## src/rtl/cache_config.sv

```systemverilog
// Shared configuration for the L1 cache level: geometry defaults, address
// slice positions and the enumerations used by the controller and line array.
package cache_config;

  localparam int CFG_ADDRESS_WIDTH = 32;
  localparam int CFG_DATA_WIDTH    = 32;
  localparam int CFG_BLOCK_SIZE    = 16;
  localparam int CFG_NUM_BLOCKS    = 4;
  localparam int CFG_TAG_WIDTH     = 24;

  // Address layout: {pid[31:30], tag[29:6], index[5:4], word[3:2], byte[1:0]}
  localparam int PID_MSB   = 31;
  localparam int TAG_LSB   = 6;
  localparam int INDEX_LSB = 4;
  localparam int WORD_LSB  = 2;

  // S is decoded but never produced; it is held for a future snoop port.
  typedef enum logic [1:0] {MESI_I, MESI_S, MESI_E, MESI_M} mesi_state_t;

  typedef enum logic [1:0] {IDLE, COMPARE, WRITE_BACK, ALLOCATE} l1_ctrl_state_t;

endpackage

```

## src/rtl/l1_line_array.sv

```systemverilog
// Direct-mapped line storage: pid, tag, data block and MESI state per line.
// One write port (word merge or full refill), combinational read by index.
module l1_line_array
  import cache_config::*;
#(
  parameter int NUM_BLOCKS  = CFG_NUM_BLOCKS,
  parameter int PID_W       = 2,
  parameter int TAG_WIDTH   = CFG_TAG_WIDTH,
  parameter int DATA_WIDTH  = CFG_DATA_WIDTH,
  parameter int LINE_W      = CFG_BLOCK_SIZE * 8,
  parameter int INDEX_WIDTH = $clog2(NUM_BLOCKS),
  parameter int WORD_SEL_W  = $clog2(LINE_W / DATA_WIDTH)
) (
  input  logic                   clk,
  input  logic                   rst,
  input  logic [INDEX_WIDTH-1:0] index,
  output logic [PID_W-1:0]       rd_pid,
  output logic [TAG_WIDTH-1:0]   rd_tag,
  output logic [LINE_W-1:0]      rd_data,
  output mesi_state_t            rd_state,
  input  logic                   word_we,
  input  logic [WORD_SEL_W-1:0]  word_sel,
  input  logic [DATA_WIDTH-1:0]  word_data,
  input  logic                   fill_we,
  input  logic [PID_W-1:0]       fill_pid,
  input  logic [TAG_WIDTH-1:0]   fill_tag,
  input  logic [LINE_W-1:0]      fill_data
);

  logic [PID_W-1:0]     pid_mem   [NUM_BLOCKS];
  logic [TAG_WIDTH-1:0] tag_mem   [NUM_BLOCKS];
  logic [LINE_W-1:0]    data_mem  [NUM_BLOCKS];
  mesi_state_t          state_mem [NUM_BLOCKS];

  assign rd_pid   = pid_mem[index];
  assign rd_tag   = tag_mem[index];
  assign rd_data  = data_mem[index];
  assign rd_state = state_mem[index];

  // Coherence state: reset invalidates every line; refill -> E, store -> M.
  always_ff @(posedge clk) begin
    if (rst) begin
      for (int i = 0; i < NUM_BLOCKS; i++) state_mem[i] <= MESI_I;
    end else if (fill_we) begin
      state_mem[index] <= MESI_E;
    end else if (word_we) begin
      state_mem[index] <= MESI_M;
    end
  end

  // Payload: not cleared by reset, but no write may land while reset is held.
  always_ff @(posedge clk) begin
    if (!rst) begin
      if (fill_we) begin
        pid_mem[index]  <= fill_pid;
        tag_mem[index]  <= fill_tag;
        data_mem[index] <= fill_data;
      end else if (word_we) begin
        data_mem[index][word_sel*DATA_WIDTH +: DATA_WIDTH] <= word_data;
      end
    end
  end

endmodule

```

## src/rtl/l1_cache_controller.sv

```systemverilog
// L1 cache sequencing controller: tag compare, dirty-victim write-back and
// block refill for a direct-mapped write-back cache. Storage lives in
// l1_line_array; this module holds the FSM only.
module l1_cache_controller
  import cache_config::*;
#(
  parameter int ADDRESS_WIDTH = CFG_ADDRESS_WIDTH,
  parameter int DATA_WIDTH    = CFG_DATA_WIDTH,
  parameter int BLOCK_SIZE    = CFG_BLOCK_SIZE,
  parameter int NUM_BLOCKS    = CFG_NUM_BLOCKS,
  parameter int TAG_WIDTH     = CFG_TAG_WIDTH
) (
  input  logic                      clk,
  input  logic                      rst,
  input  logic                      cpu_req_valid,
  input  logic                      cpu_req_rw,
  input  logic [ADDRESS_WIDTH-1:0]  cpu_req_addr,
  input  logic [DATA_WIDTH-1:0]     cpu_req_wdata,
  output logic                      cpu_req_ready,
  output logic                      cpu_resp_valid,
  output logic [DATA_WIDTH-1:0]     cpu_resp_rdata,
  output logic                      mem_req_valid,
  output logic                      mem_req_rw,
  output logic [ADDRESS_WIDTH-1:0]  mem_req_addr,
  output logic [BLOCK_SIZE*8-1:0]   mem_req_wdata,
  input  logic                      mem_req_ready,
  input  logic                      mem_resp_valid,
  input  logic [BLOCK_SIZE*8-1:0]   mem_resp_rdata,
  output logic                      hit
);

  localparam int LINE_W      = BLOCK_SIZE * 8;
  localparam int INDEX_WIDTH = $clog2(NUM_BLOCKS);
  localparam int OFFSET_W    = $clog2(BLOCK_SIZE);
  localparam int WORD_SEL_W  = $clog2(LINE_W / DATA_WIDTH);
  localparam int PID_W       = PID_MSB - TAG_LSB - TAG_WIDTH + 1;

  l1_ctrl_state_t           state_q, state_d;
  logic                     replay_q, replay_d;
  logic                     req_rw_q, req_rw_d;
  logic [ADDRESS_WIDTH-1:0] req_addr_q, req_addr_d;
  logic [DATA_WIDTH-1:0]    req_wdata_q, req_wdata_d;
  logic                     mem_req_valid_q, mem_req_valid_d;
  logic                     mem_req_rw_q, mem_req_rw_d;
  logic [ADDRESS_WIDTH-1:0] mem_req_addr_q, mem_req_addr_d;
  logic [LINE_W-1:0]        mem_req_wdata_q, mem_req_wdata_d;

  logic [PID_W-1:0]       req_pid, line_pid;
  logic [TAG_WIDTH-1:0]   req_tag, line_tag;
  logic [INDEX_WIDTH-1:0] req_index;
  logic [WORD_SEL_W-1:0]  req_word;
  logic [LINE_W-1:0]      line_data;
  mesi_state_t            line_state;
  logic                   line_hit, word_we, fill_we;
  logic                   unused_byte_bits;

  assign req_pid   = req_addr_q[PID_MSB -: PID_W];
  assign req_tag   = req_addr_q[TAG_LSB +: TAG_WIDTH];
  assign req_index = req_addr_q[INDEX_LSB +: INDEX_WIDTH];
  assign req_word  = req_addr_q[WORD_LSB +: WORD_SEL_W];
  assign unused_byte_bits = ^req_addr_q[WORD_LSB-1:0];

  l1_line_array #(
    .NUM_BLOCKS (NUM_BLOCKS),
    .PID_W      (PID_W),
    .TAG_WIDTH  (TAG_WIDTH),
    .DATA_WIDTH (DATA_WIDTH),
    .LINE_W     (LINE_W)
  ) u_lines (
    .clk       (clk),
    .rst       (rst),
    .index     (req_index),
    .rd_pid    (line_pid),
    .rd_tag    (line_tag),
    .rd_data   (line_data),
    .rd_state  (line_state),
    .word_we   (word_we),
    .word_sel  (req_word),
    .word_data (req_wdata_q),
    .fill_we   (fill_we),
    .fill_pid  (req_pid),
    .fill_tag  (req_tag),
    .fill_data (mem_resp_rdata)
  );

  assign line_hit = (line_state != MESI_I) && (line_pid == req_pid) && (line_tag == req_tag);

  // Completion is decoded from COMPARE so the response lands the cycle after accept.
  assign cpu_req_ready  = (state_q == IDLE);
  assign cpu_resp_valid = (state_q == COMPARE) && line_hit;
  assign hit            = cpu_resp_valid && !replay_q;
  assign cpu_resp_rdata = line_data[req_word*DATA_WIDTH +: DATA_WIDTH];

  assign mem_req_valid = mem_req_valid_q;
  assign mem_req_rw    = mem_req_rw_q;
  assign mem_req_addr  = mem_req_addr_q;
  assign mem_req_wdata = mem_req_wdata_q;

  // Next-state and next-output decode for the sequencing FSM.
  always_comb begin
    state_d         = state_q;
    replay_d        = replay_q;
    req_rw_d        = req_rw_q;
    req_addr_d      = req_addr_q;
    req_wdata_d     = req_wdata_q;
    mem_req_valid_d = mem_req_valid_q;
    mem_req_rw_d    = mem_req_rw_q;
    mem_req_addr_d  = mem_req_addr_q;
    mem_req_wdata_d = mem_req_wdata_q;
    word_we         = 1'b0;
    fill_we         = 1'b0;
    case (state_q)
      IDLE: begin
        if (cpu_req_valid) begin
          req_rw_d    = cpu_req_rw;
          req_addr_d  = cpu_req_addr;
          req_wdata_d = cpu_req_wdata;
          replay_d    = 1'b0;
          state_d     = COMPARE;
        end
      end
      COMPARE: begin
        if (line_hit) begin
          word_we = req_rw_q;
          state_d = IDLE;
        end else if (line_state == MESI_M) begin
          mem_req_valid_d = 1'b1;
          mem_req_rw_d    = 1'b1;
          mem_req_addr_d  = {line_pid, line_tag, req_index, {OFFSET_W{1'b0}}};
          mem_req_wdata_d = line_data;
          state_d         = WRITE_BACK;
        end else begin
          // Clean or invalid victims are simply overwritten by the refill.
          mem_req_valid_d = 1'b1;
          mem_req_rw_d    = 1'b0;
          mem_req_addr_d  = {req_pid, req_tag, req_index, {OFFSET_W{1'b0}}};
          state_d         = ALLOCATE;
        end
      end
      WRITE_BACK: begin
        if (mem_req_ready) begin
          mem_req_rw_d   = 1'b0;
          mem_req_addr_d = {req_pid, req_tag, req_index, {OFFSET_W{1'b0}}};
          state_d        = ALLOCATE;
        end
      end
      ALLOCATE: begin
        if (mem_req_ready) mem_req_valid_d = 1'b0;
        // Refill is only trusted once the read has been accepted (now or earlier).
        if (mem_resp_valid && (!mem_req_valid_q || mem_req_ready)) begin
          fill_we         = 1'b1;
          mem_req_valid_d = 1'b0;
          replay_d        = 1'b1;
          state_d         = COMPARE;
        end
      end
      default: state_d = IDLE;
    endcase
  end

  // FSM and registered memory-request outputs; reset touches control only.
  always_ff @(posedge clk) begin
    if (rst) begin
      state_q         <= IDLE;
      replay_q        <= 1'b0;
      mem_req_valid_q <= 1'b0;
    end else begin
      state_q         <= state_d;
      replay_q        <= replay_d;
      mem_req_valid_q <= mem_req_valid_d;
    end
    req_rw_q        <= req_rw_d;
    req_addr_q      <= req_addr_d;
    req_wdata_q     <= req_wdata_d;
    mem_req_rw_q    <= mem_req_rw_d;
    mem_req_addr_q  <= mem_req_addr_d;
    mem_req_wdata_q <= mem_req_wdata_d;
  end

endmodule

```

## config.mk

```make
export PLATFORM = sky130hd
export DESIGN_NAME = l1_cache_controller
export DESIGN_NICKNAME = d
export VERILOG_FILES = /design/src/rtl/cache_config.sv /design/src/rtl/l1_line_array.sv /design/src/rtl/l1_cache_controller.sv
export SDC_FILE = /design/constraint.sdc
export NUM_CORES = 1
export LEC_CHECK = 0
export CAP_MARGIN = 20
export CORE_MARGIN = 5
export CORE_UTILIZATION = 30
export DETAILED_ROUTE_END_ITERATION = 12
export GPL_TIMING_DRIVEN = 0
export PLACE_DENSITY = 0.47
export SETUP_SLACK_MARGIN = 0.3
export SLEW_MARGIN = 0
export SYNTH_ARGS = -nofsm -noshare
export SYNTH_HDL_FRONTEND = slang
export SYNTH_SLANG_ARGS = --single-unit
export TNS_END_PERCENT = 30
```

## constraint.sdc

```tcl
create_clock -name clk -period 12 [get_ports clk]
set_input_delay 1.8 -clock clk [delete_from_list [all_inputs] [get_ports clk]]
set_output_delay 1.8 -clock clk [all_outputs]
set_load 0.005 [all_outputs]
```

=== Word level (Yosys, flattened, before mapping) ===
Memories as Yosys holds them, arrays and structs flattened. A register that Yosys moved wholly into a read port is not among the register bits.
Index checks and enable logic that the tools add are counted.

* Register bits after elaboration: 230
* Bits in writable memories: 624
* Word-level logic and storage cells: 348
* Memories kept: 4

{| class="wikitable"
|+ Memories
! memory !! depth !! bits a word !! rd ports !! clocked after memory_dff !! write ports !! line !! text
|-
| u_lines.data_mem || 4 || 128 || 1 || 1 || 1 || l1_line_array.sv:32 || <nowiki>logic [LINE_W-1:0] data_mem [NUM_BLOCKS];</nowiki>
|-
| u_lines.tag_mem || 4 || 24 || 1 || 1 || 1 || l1_line_array.sv:31 || <nowiki>logic [TAG_WIDTH-1:0] tag_mem [NUM_BLOCKS];</nowiki>
|-
| u_lines.pid_mem || 4 || 2 || 1 || 1 || 1 || l1_line_array.sv:30 || <nowiki>logic [PID_W-1:0] pid_mem [NUM_BLOCKS];</nowiki>
|-
| u_lines.state_mem || 4 || 2 || 1 || 1 || 4 || l1_line_array.sv:33 || <nowiki>mesi_state_t state_mem [NUM_BLOCKS];</nowiki>
|}

* $add $sub $neg: 1
* Equal/unequal tests: 11
* Shift-type cells: 3
* Muxes and demuxes: 170
* Bitwise logic cells: 130
* Reductions and logical operators: 20

{| class="wikitable"
|+ Operators by type and width
! cell !! count
|-
| 1-bit two-way mux || 150
|-
| 1-bit OR || 129
|-
| 128-bit two-way mux || 1
|-
| 32-bit by 34-bit variable shift with 128-bit output, first input constant || 1
|-
| 128-bit by 8-bit variable part select with 32-bit output || 1
|-
| 32-bit by 34-bit variable part select with 128-bit output || 1
|-
| 32-bit two-way mux || 3
|-
| 32-bit case mux with 2 select lines || 1
|-
| 7-bit negator with 34-bit output || 1
|-
| 24-bit equality test || 1
|-
| 2-bit two-way mux || 11
|-
| 3-bit AND reduction || 5
|-
| 2-bit != test, second input constant || 4
|-
| 2-bit case mux with 4 select lines || 1
|-
| 2-bit nonzero test || 4
|-
| 2-bit equality test, second input constant || 3
|-
| 1-bit case mux with 2 select lines || 3
|-
| 1-bit logical AND || 5
|-
| 3-bit != test, second input constant || 1
|-
| 2-bit by 1-bit equality test with 1-bit output, second input constant || 1
|-
| 2-bit equality test || 1
|-
| 1-bit zero test || 2
|-
| 2-bit zero test || 1
|-
| 2-bit AND reduction || 1
|-
| 3 further kinds || 3
|}

=== Longest topological paths before layout ===
Gate-level depths: netlist (run 1).

* Depth in word-level cells: 12
* Depth in mapped cells: 11
* Gate-level depth less buffers: 7

=== By module ===
A second synthesis (run 1) with hierarchy kept.

* Cells, all modules: 1,541
* Area total of the unflattened synthesis: 32,675.1 um2

{| class="wikitable"
|+ Modules (own cells, without submodules)
! module !! instances !! cells an instance !! area each (um2)
|-
| l1_line_array || 1 || 1,111 || 24,328.3
|-
| l1_cache_controller || 1 || 430 || 8,346.8
|}

=== Least setup slack after synthesis (run 1) ===
Ideal clock, no wire load.

* Kind: register -> register
* From: reg with a tool-made name
* To: reg mem_req_wdata_q[0] (netlist: mem_req_wdata[0]) (enable)
* Data arrival time: 10,389 ps
* Path slack: 838 ps
* Cell stages (with the launch flop): 10
* Path buffers: 3
* Period minus slack after synthesis: 11,162 ps
* Cells stage by stage: dfxtp_1 buf_6 buf_12 buf_8 mux2i_1 mux2_2 o2111ai_2 nor4_4 and2_1 nor3_1

{| class="wikitable"
|+ RTL lines
! item !! line !! text
|-
| to (signal assigned) || l1_cache_controller.sv:177 || <nowiki>mem_req_wdata_q <= mem_req_wdata_d;</nowiki>
|-
| to (decl) || l1_cache_controller.sv:46 || <nowiki>logic [LINE_W-1:0] mem_req_wdata_q, mem_req_wdata_d;</nowiki>
|}

==> results of run 1 <==
==> placed cells by master, fill, tap and decap left out, types with 4 or more instances in the layout <==
cell type / instances
clkinv_2: 12
nand2_1: 210
buf_4: 7
or2_2: 5
clkinv_1: 24
edfxtp_1: 844
clkbuf_16: 96
buf_6: 23
mux4_2: 182
nor2_1: 10
xnor2_1: 21
clkinvlp_4: 5
and2_1: 4
xnor2_2: 4
inv_1: 136
buf_16: 21
conb_1: 4
nand3_1: 5
buf_12: 20
dfxtp_1: 6
buf_1: 9
clkbuf_1: 56
a21oi_4: 16
clkdlybuf4s50_1: 388
and3_1: 4
bufinv_16: 6
nor2b_1: 6
a21oi_1: 6
ha_1: 9
buf_2: 16
mux2i_1: 135
nand4_1: 12
buf_8: 7
==> state kept, by name, indices dropped and copies added, names as in the netlist, 2 cells and up, named ones only <==
register,count
u_lines.data_mem,512
mem_req_wdata,128
u_lines.tag_mem,96
req_wdata_q,32
req_addr_q,30
mem_req_addr,28
u_lines.pid_mem,8
u_lines.state_mem,8
state_q,2
==> worst register-to-register path, stage by stage, from the launching register on <==
cell	delay, ns
dfxtp_1	0.35
buf_1	0.66
mux4_2	0.45
xnor2_1	0.30
nand4_1	0.20
nor4_4	0.55
nand4_1	0.20
buf_6	0.23
buf_6	0.20
a21oi_4	0.63
buf_16	0.25
buf_16	0.17
==> worst max-delay path by stage <==
stage	start	to	slack [ns]	cells past startpoint
after floorplan	flip-flop	mem_req_wdata[0]$_DFFE_PP_	0.84	9
after global placement	flip-flop	mem_req_wdata[22]$_DFFE_PP_	-5.65	7
after detailed placement	flip-flop	cpu_resp_rdata[1]	5.61	8
after CTS	flip-flop	cpu_resp_rdata[29]	4.85	8
after global routing	flip-flop	cpu_resp_rdata[29]	4.78	8
final	flip-flop	cpu_resp_rdata[29]	5.14	8
==> power groups by stage <==
stage	logic [mW]	registers, mW	clock network, mW
after global routing	1.57	3.57	2.97
final	1.47	3.56	2.77
after floorplan	0.726	3.61	0
after detailed placement	1.50	3.62	0
after CTS	1.51	3.56	2.85
after global placement	1.44	3.65	0
==> final cells by class <==
class,instances,area [µm²]
inverter,140,528.0
buffer,84,580.6
timing repair buffer,442,4947
multi-input combinational,683,7706
clock buffer,120,2492
antenna,1,2.502
tap,1500,1877
sequential,850,25460
fill,10343,68600
clock inverter,50,454.2
==> logic make-up (layout without fill, tap and decap cells) <==
family	Yosys count	after routing
flops	850	850
mux	323	323
simple gates	273	273
buf+inv	224	836
compound gates	47	47
xor+xnor	27	27
fa+ha+maj	9	9
other cells	1	5
==> routing by layer <==
layer | global-route usage (%) | share of wire, % | wire (µm)
met5 | 0 | 0.10 | 111
met4 | 3.885 | 1.6 | 1759
met3 | 3.307 | 5.6 | 5930
met2 | 29.57 | 50 | 53130
met1 | 23.35 | 43 | 45780
==> metrics by stage <==
step           cells  power [mW]  setup TNS [ns]  hold WS [ns]  worst slack, ns
6_report        3870       7.801               0        0.5216            5.142
5_1_grt         3869       8.118               0        0.5239            4.782
4_1_cts         3866       7.916               0        0.5087            4.853
3_5_place_dp    3696       5.122               0        0.4953            5.613
3_3_place_gp    3645       5.096         -718.93        0.4789           -5.648
2_1_floorplan   1757       4.336               0        0.4640           0.8380
==> results.txt, run 1 <==
Worst setup EP type -> output port
Cell Area, Synth -> 0.03403 mm²
# rows -> 123
Crit path cell chain -> buf_2 > buf_4 > buf_2 > buf_1 > clkbuf_1 > mux4_2 > mux4_2 > clkdlybuf4s50_1
CTS Buf Count -> 94
Cells after synthesis -> 1754
Pins over their slew limit -> 0
Switching Fraction -> 26.35%
Area growth from synthesis to layout -> 29.45%
Most frequent cells after synthesis -> edfxtp_1 (844), nand2_1 (210), mux4_2 (182), inv_1 (137), mux2i_1 (135)
First-pass GRT wire length -> 149.3 mm
Max Cap Viol -> 0
Overall Global Routing Usage -> 17.40%
Seq pwr share -> 45.6%
CTS clk-pin slew, worst paths -> 0.06 ns
Starting Density -> 30.21%
Sum of buffers and inverters on the critical path -> 6
Skew final -> 0.02454 ns
EDFF count, synth -> 844
Post-CTS Setup Inserts -> 0
Crit path DAT -> 5.06 ns
Hold Path Class -> flip-flop to flip-flop
Final wirelength -> 106.7 mm
Remaining DRCs -> 0
CTS tree -> built
Clk_lat worst skew -> 0.67 ns
Pin count of the biggest net entering global routing -> 33
Boundary pin count -> 395
Die span in y -> 346.8 µm
Clock tree root buffer cell -> clkbuf_16
Top cell type's share of synthesized area -> 74.47%
Crit start category -> flip-flop
Largest family of logic cells by synthesized area -> multiplexers
Tcrit/Tclk final -> 57.15%
Unrepaired setup endpoints after global routing -> no
Ys async rst share -> 0%
Comb power frac -> 18.9%
Register area share after synthesis -> 74.83%
Adder-cell share of the synthesized area -> 0.3309%
Max stage delay on crit path -> 0.77 ns
Synth Flop Type -> edfxtp_1
Max VDD drop -> 101.3 µV
Vias per cell -> 4.727
Slew @ Worst Pin -> 1.118 ns
Hold depth -> 1
Clock share of power -> 35.5%
CTS H-tree depth -> 3
Internal Power -> 5.745 mW
Util after Layout -> 39.10%
Critical path fanouts, max -> 10
Status -> complete, no violations
Post-DP HPWL -> 78.77 mm
Final Hold Vio Count -> 0
Mux cell area share after synthesis -> 16.35%
Die ar. -> 0.1203 mm²
Layout cells sized above 1 -> 18.91%
Slowest stage cell on the critical path -> clkbuf_1
Clk buf depth -> 3
Hold_sp -> replay_q$_SDFFE_PP0P_
Synthesis Warnings -> 0
Port Buffers -> 388
Vias in the first global route -> 19550
Total core area -> 0.1127 mm²
Most common cell in the netlist -> edfxtp_1
DP Area -> 0.04107 mm²
Worst setup path class -> flip-flop to output port
Area contributors post-synth -> edfxtp_1 (74%), mux4_2 (12%), mux2i_1 (4.0%)
Nets -> 2502
Synth Area in Simple Gates -> 3.441%
CP top delay family -> buffers and inverters
Average wire per standard cell -> 27.57 µm
Pleak -> 15.37 nW
GRT Residual Overflow -> 0
R2r endpoint -> u_lines.data_mem[2][0]$_DFFE_PP_
Hold Path End -> replay_q$_SDFFE_PP0P_
Slew HR -> 25.44%
Fmax -> 145.8 MHz
XOR/XNOR share of the synthesized area -> 0.7831%
Via count -> 18293
Final setup fails -> 0
Post-synthesis compound-gate area fraction -> 1.029%
Seq cells post-synth -> 850
Pwr dens -> 177.1 mW/mm²
Syn Area/Cell -> 19.40 µm²
Post-route ant nets -> 0
Post-cts sizing count -> 0
Min Clock Period, post-route -> 6.858 ns
Hold-fix buffers, CTS -> 0
Initial antenna violation count -> 14
Die width -> 346.8 µm
1st-iter DRT viols -> 1491
Yosys top cell by area -> edfxtp_1
Placer Congestion -> 0.7605
DRT Pass-1 Iters -> 5
Finished Cell Area -> 0.04405 mm²
Sw Pwr -> 2.055 mW
Reg2reg path depth -> 11
Library cells used by synthesis -> 52
Clock sink count -> 850
Required @ worst endpoint -> 10.20 ns
Reg-to-reg slack, setup -> 7.52 ns
No activity file was read; power rests on OpenSTA's default activity.
==> inputs of run 2 (changes only) <==
PLACE_DENSITY = 0.45   (was 0.47)
clock period = 6.5 ns   (was 12 ns; I/O delays follow)
==> results.txt, run 2 (synthesis gave the netlist of run 1 again) <==
Final Hold Vio Count -> 0 (unchanged)
Max VDD drop -> 198.5 µV (was 101.3 µV)
Pins over their slew limit -> 0 (unchanged)
Slew @ Worst Pin -> 1.118 ns (about the same)
Most frequent cells in the layout -> edfxtp_1 (844), clkdlybuf4s50_1 (388), nand2_1 (210) (unchanged)
Final wirelength -> 107.5 mm (was 106.7 mm)
Pin count of the biggest net entering global routing -> 36 (was 33)
Post-cts sizing count -> 3 (was 0)
Post-CTS Setup Inserts -> 0 (unchanged)
Min Clock Period, post-route -> 5.699 ns
Util after Layout -> 39.08% (was 39.10%)
CTS tree -> built (unchanged)
Die ar. -> 0.1203 mm² (unchanged)
Crit start category -> flip-flop (unchanged)
Max Cap Viol -> 0 (unchanged)
Pleak -> 15.35 nW (was 15.37 nW)
Remaining DRCs -> 0 (unchanged)
Die span in y -> 346.8 µm (unchanged)
Status -> complete, no violations (unchanged)
Hold-fix buffers, CTS -> 0 (unchanged)
1st-iter DRT viols -> 1320 (was 1491)
CTS H-tree depth -> 3 (unchanged)
CTS clk-pin slew, worst paths -> 0.06 ns (about the same)
Hold Path Class -> flip-flop to flip-flop (unchanged)
Unrepaired setup endpoints after global routing -> no (unchanged)
Pwr dens -> 330.7 mW/mm² (was 177.1 mW/mm²)
Tcrit/Tclk final -> 87.68%
Post-DP HPWL -> 78.57 mm (was 78.77 mm)
Nets -> 2491 (was 2502)
Final setup fails -> 0 (unchanged)
DP Area -> 0.04097 mm² (was 0.04107 mm²)
Initial antenna violation count -> 7 (was 14)
Max reg flops -> 512 (unchanged)
GRT Residual Overflow -> 0 (unchanged)
Clock sink count -> 850 (unchanged)
# rows -> 123 (unchanged)
Worst setup EP type -> output port (unchanged)
Overall Global Routing Usage -> 17.57% (was 17.40%)
Max stage delay on crit path -> 0.65 ns (was 0.77 ns)
Total core area -> 0.1127 mm² (unchanged)
Clk buf depth -> 3 (unchanged)
DRT Pass-1 Iters -> 5 (unchanged)
Die width -> 346.8 µm (unchanged)
Boundary pin count -> 395 (unchanged)
Average wire per standard cell -> 27.88 µm (was 27.57 µm)
Dpl cells -> 3685 (was 3696)
Clk_lat worst skew -> 0.67 ns (about the same)
Skew final -> 0.04438 ns (was 0.02454 ns)
Crit path cell chain -> buf_2 > buf_4 > buf_2 > clkbuf_2 > clkbuf_1 > mux4_2 > mux4_2 > clkdlybuf4s50_1 (was buf_2 > buf_4 > buf_2 > buf_1 > clkbuf_1 > mux4_2 > mux4_2 > clkdlybuf4s50_1)
CTS Buf Count -> 95 (was 94)
Critical path fanouts, max -> 10 (unchanged)
Vias per cell -> 4.728 (was 4.727)
Fmax -> 175.5 MHz
Crit path DAT -> 4.72 ns (was 5.06 ns)
Total Power -> 14.56 mW (was 7.801 mW)
Slowest stage cell on the critical path -> clkbuf_1 (unchanged)
Required @ worst endpoint -> 5.52 ns (was 10.20 ns)
Post-route ant nets -> 0 (unchanged)
Hold WS -> 0.4916 ns (was 0.5216 ns)
Placer Congestion -> 0.7566 (was 0.7605)
Top reg by flops -> u_lines.data_mem (unchanged)
Finished Cell Area -> 0.04402 mm² (was 0.04405 mm²)
Port Buffers -> 388 (unchanged)
Final std cells w/o fill -> 3856 (was 3870)
Via count -> 18233 (was 18293)
Clock tree root buffer cell -> clkbuf_16 (unchanged)
First-pass GRT wire length -> 149.8 mm (was 149.3 mm)
Layout cells sized above 1 -> 18.87% (was 18.91%)
Fillers -> 10343 (unchanged)
Starting Density -> 30.21% (unchanged)
Area growth from synthesis to layout -> 29.35% (was 29.45%)
Vias in the first global route -> 19694 (was 19550)
Slew HR -> 25.45% (was 25.44%)
Commonest non-fill, non-tap cell in the layout -> edfxtp_1 (unchanged)
Worst setup path class -> flip-flop to output port (unchanged)
==> run 2: critical path, delay by kind of cell (launching register included) <==
family   cells  cell delay [ns]
buf+inv      6             2.72
mux          2             1.00
flops        1             0.35
==> run 2: worst paths after layout <==
check / slack (ns) / to / cells after the start / from
worst min-delay path: 0.49 / replay_q$_SDFFE_PP0P_ / 1 / replay_q$_SDFFE_PP0P_
worst min register to register: 0.49 / replay_q$_SDFFE_PP0P_ / 1 / replay_q$_SDFFE_PP0P_
worst max-delay path: 0.80 / cpu_resp_rdata[10] / 8 / flip-flop
worst max register to register: 1.85 / u_lines.data_mem[1][83]$_DFFE_PP_ / 12 / flip-flop
==> run 2: power breakdown <==
group | total [mW] | leakage [nW] | internal, mW | switching, mW
registers | 6.58 | 7.70 | 6.41 | 0.171
logic | 2.73 | 6.19 | 1.25 | 1.48
clock network | 5.24 | 1.45 | 3.08 | 2.16
==> run 2: routing by layer <==
metal,GRT usage (%),vias up,share of wire (%)
met2,30.03,597,50
li1,-,7906,-
met5,0,-,0.013
met1,23.26,9607,42
met4,4.409,4,2.1
met3,3.307,119,5.7
==> run 2: metrics by stage <==
stage | setup TNS (ns) | setup slack [ns]
6_report | 0 | 0.8011
5_1_grt | 0 | 0.5686
4_1_cts | 0 | 0.2097
3_5_place_dp | 0 | 0.7390
3_3_place_gp | -774.17 | -1.356
2_1_floorplan | 0 | 1.255
==> run 2: cell type report <==
class                      count  area (µm²)  share of cell area [%]
antenna                        3       7.507                 0.01705
multi-input combinational    683        7712                   17.52
sequential                   850       25460                   57.85
timing repair buffer         430        4831                   10.97
tap                         1500        1877                   4.263
clock buffer                 118        2506                   5.693
buffer                        84       584.3                   1.327
clock inverter                48       510.5                   1.160
inverter                     140       528.0                   1.199
==> inputs of run 3 (changes only) <==
CTS_CLUSTER_DIAMETER = 120   (was not set)
PLACE_DENSITY = 0.47   (was 0.45)
clock period = 4.9 ns   (was 6.5 ns; I/O delays follow)
==> results.txt, run 3 (synthesis gave the netlist of run 1 again) <==
Pwr dens -> 443.6 mW/mm² (was 330.7 mW/mm²)
Tcrit/Tclk final -> 91.06%
Slew HR -> 25.16% (was 25.45%)
GR Util met3 -> 3.553% (was 3.307%)
Post-route ant nets -> 0 (unchanged)
Pin count of the biggest net entering global routing -> 33 (was 36)
Slowest stage cell on the critical path -> mux4_2 (was clkbuf_1)
Via count -> 18289 (was 18233)
Boundary pin count -> 395 (unchanged)
Overall Global Routing Usage -> 17.22% (was 17.57%)
Die span in y -> 346.8 µm (unchanged)
CTS H-tree depth -> 3 (unchanged)
Sw Pwr -> 5.092 mW (was 3.811 mW)
Max stage delay on crit path -> 0.57 ns (was 0.65 ns)
Pleak -> 15.57 nW (was 15.35 nW)
# rows -> 123 (unchanged)
Initial antenna violation count -> 10 (was 7)
CTS Buf Count -> 97 (was 95)
Clk buf depth -> 3 (unchanged)
Seq pwr share -> 44.3% (was 45.2%)
DRT Pass-1 Iters -> 5 (unchanged)
Starting Density -> 30.21% (unchanged)
Post-DP HPWL -> 77.72 mm (was 78.57 mm)
Remaining DRCs -> 0 (unchanged)
Sum of buffers and inverters on the critical path -> 4 (was 6)
Util after Layout -> 39.40% (was 39.08%)
Clock tree root buffer cell -> clkbuf_16 (unchanged)
CTS clk-pin slew, worst paths -> 0.05 ns (was 0.06 ns)
Area growth from synthesis to layout -> 30.41% (was 29.35%)
Nets -> 2495 (was 2491)
Placer Congestion -> 0.7509 (was 0.7566)
Max VDD drop -> 275.8 µV (was 198.5 µV)
Hold-fix buffers, CTS -> 0 (unchanged)
Skew final -> 0.03810 ns (was 0.04438 ns)
Busiest grt layer -> met2 (unchanged)
CTS tree -> built (unchanged)
Commonest non-fill, non-tap cell in the layout -> edfxtp_1 (unchanged)
Unrepaired setup endpoints after global routing -> yes (was no)
Critical path fanouts, max -> 10 (unchanged)
Die width -> 346.8 µm (unchanged)
Status -> complete, no violations (unchanged)
Switching Fraction -> 25.86% (was 26.18%)
Max reg flops -> 512 (unchanged)
Required @ worst endpoint -> 4.16 ns (was 5.52 ns)
Average wire per standard cell -> 27.32 µm (was 27.88 µm)
Final Hold Vio Count -> 0 (unchanged)
Max Cap Viol -> 0 (unchanged)
Pins over their slew limit -> 0 (unchanged)
Vias per cell -> 4.727 (was 4.728)
GRT Residual Overflow -> 0 (unchanged)
First-pass GRT wire length -> 146.7 mm (was 149.8 mm)
Total core area -> 0.1127 mm² (unchanged)
Crit path DAT -> 3.73 ns (was 4.72 ns)
Hold Path Class -> flip-flop to flip-flop (unchanged)
Final wirelength -> 105.7 mm (was 107.5 mm)
Comb power frac -> 18.7% (was 18.8%)
Final setup fails -> 0 (unchanged)
Clock sink count -> 850 (unchanged)
Global Route met2 Usage -> 29.10% (was 30.03%)
Port Buffers -> 388 (unchanged)
Layout cells sized above 1 -> 20.25% (was 18.87%)
Worst setup path class -> flip-flop to output port (unchanged)
Top reg by flops -> u_lines.data_mem (unchanged)
Slew @ Worst Pin -> 1.123 ns (was 1.118 ns)
Clock share of power -> 37.0% (was 36.0%)
CP top delay family -> buffers and inverters (unchanged)
Total Power -> 19.69 mW (was 14.56 mW)
Fmax -> 224.1 MHz
Crit start category -> flip-flop (unchanged)
Clk_lat worst skew -> 0.68 ns (was 0.67 ns)
Die ar. -> 0.1203 mm² (unchanged)
1st-iter DRT viols -> 1218 (was 1320)
Internal Power -> 14.60 mW (was 10.75 mW)
Vias in the first global route -> 19181 (was 19694)
Worst setup EP type -> output port (unchanged)
Crit path cell chain -> buf_6 > buf_12 > buf_8 > mux4_2 > xnor2_2 > nand4_1 > nor4_4 > nand2_2 > nor3_4 > clkdlybuf4s50_1 (was buf_2 > buf_4 > buf_2 > clkbuf_2 > clkbuf_1 > mux4_2 > mux4_2 > clkdlybuf4s50_1)
Most frequent cells in the layout -> edfxtp_1 (844), clkdlybuf4s50_1 (388), nand2_1 (209) (was edfxtp_1 (844), clkdlybuf4s50_1 (388), nand2_1 (210))
Reg-to-reg slack, setup -> 0.51 ns (was 1.85 ns)
Min Clock Period, post-route -> 4.462 ns
GR Util met1 -> 22.97% (was 23.26%)
## run 3: worst paths after layout
path,to,depth (start not counted),start
worst min-delay path,replay_q$_SDFFE_PP0P_,1,replay_q$_SDFFE_PP0P_
worst max register to register,u_lines.data_mem[1][83]$_DFFE_PP_,12,flip-flop
worst min register to register,replay_q$_SDFFE_PP0P_,1,replay_q$_SDFFE_PP0P_
worst max-delay path,hit,10,flip-flop
## run 3: per-layer routing
metal / vias up / wire length [µm]
li1: 7916 / -
met1: 9686 / 44830
met2: 553 / 52230
met3: 124 / 6499
met4: 10 / 2028
met5: - / 94
## run 3: stage by stage
stage / std cells / hold slack (ns) / TNS, ns / setup slack [ns] / area [µm²]
after CTS: 3865 / 0.5166 / 0 / 0.2813 / 44340
after floorplan: 1757 / 0.4640 / -38.88 / -0.3037 / 34060
after detailed placement: 3687 / 0.4840 / -9.700 / -0.4094 / 40960
after global routing: 3865 / 0.5699 / 0 / 0.2928 / 44370
after global placement: 3645 / 0.4768 / -1957.25 / -2.854 / 39820
final: 3869 / 0.5839 / 0 / 0.4379 / 44380
## run 3: what timing repair did
item	in CTS	in global routing
hold endpoints to repair	0	0
setup endpoints to repair	66	21
cloned	0	0
pin swaps	2	1
setup buffers	2	0
resized for setup	63	9
## run 3: power groups by stage
stage / Clock, mW / Sequential, mW / Combinational (mW)
5_1_grt: 7.79 / 8.76 / 3.92
3_5_place_dp: 0 / 8.88 / 3.69
3_3_place_gp: 0 / 8.91 / 3.55
4_1_cts: 7.48 / 8.73 / 3.76
6_report: 7.28 / 8.72 / 3.68
2_1_floorplan: 0 / 8.82 / 1.78
## run 3: layout make-up
type | count | area (µm²)
clock inverters | 62 | 674.4
plain buffers | 84 | 711.9
fillers | 10273 | 68270
clock buffers | 114 | 2534
inverters | 140 | 528.0
diodes | 4 | 10.01
flip-flops and latches | 850 | 25460
well taps | 1500 | 1877
repair buffers | 432 | 4802
multi-input cells | 683 | 7779
## run 3: worst register-to-register path: cells and delay by family (launching register included)
kind,cells,cell delay (ns)
buffers and inverters,6,1.21
AND/OR/NAND/NOR,3,0.86
AO/OA/AOI/OAI,1,0.78
multiplexers,1,0.56
flip-flops,1,0.32
XOR/XNOR,1,0.30
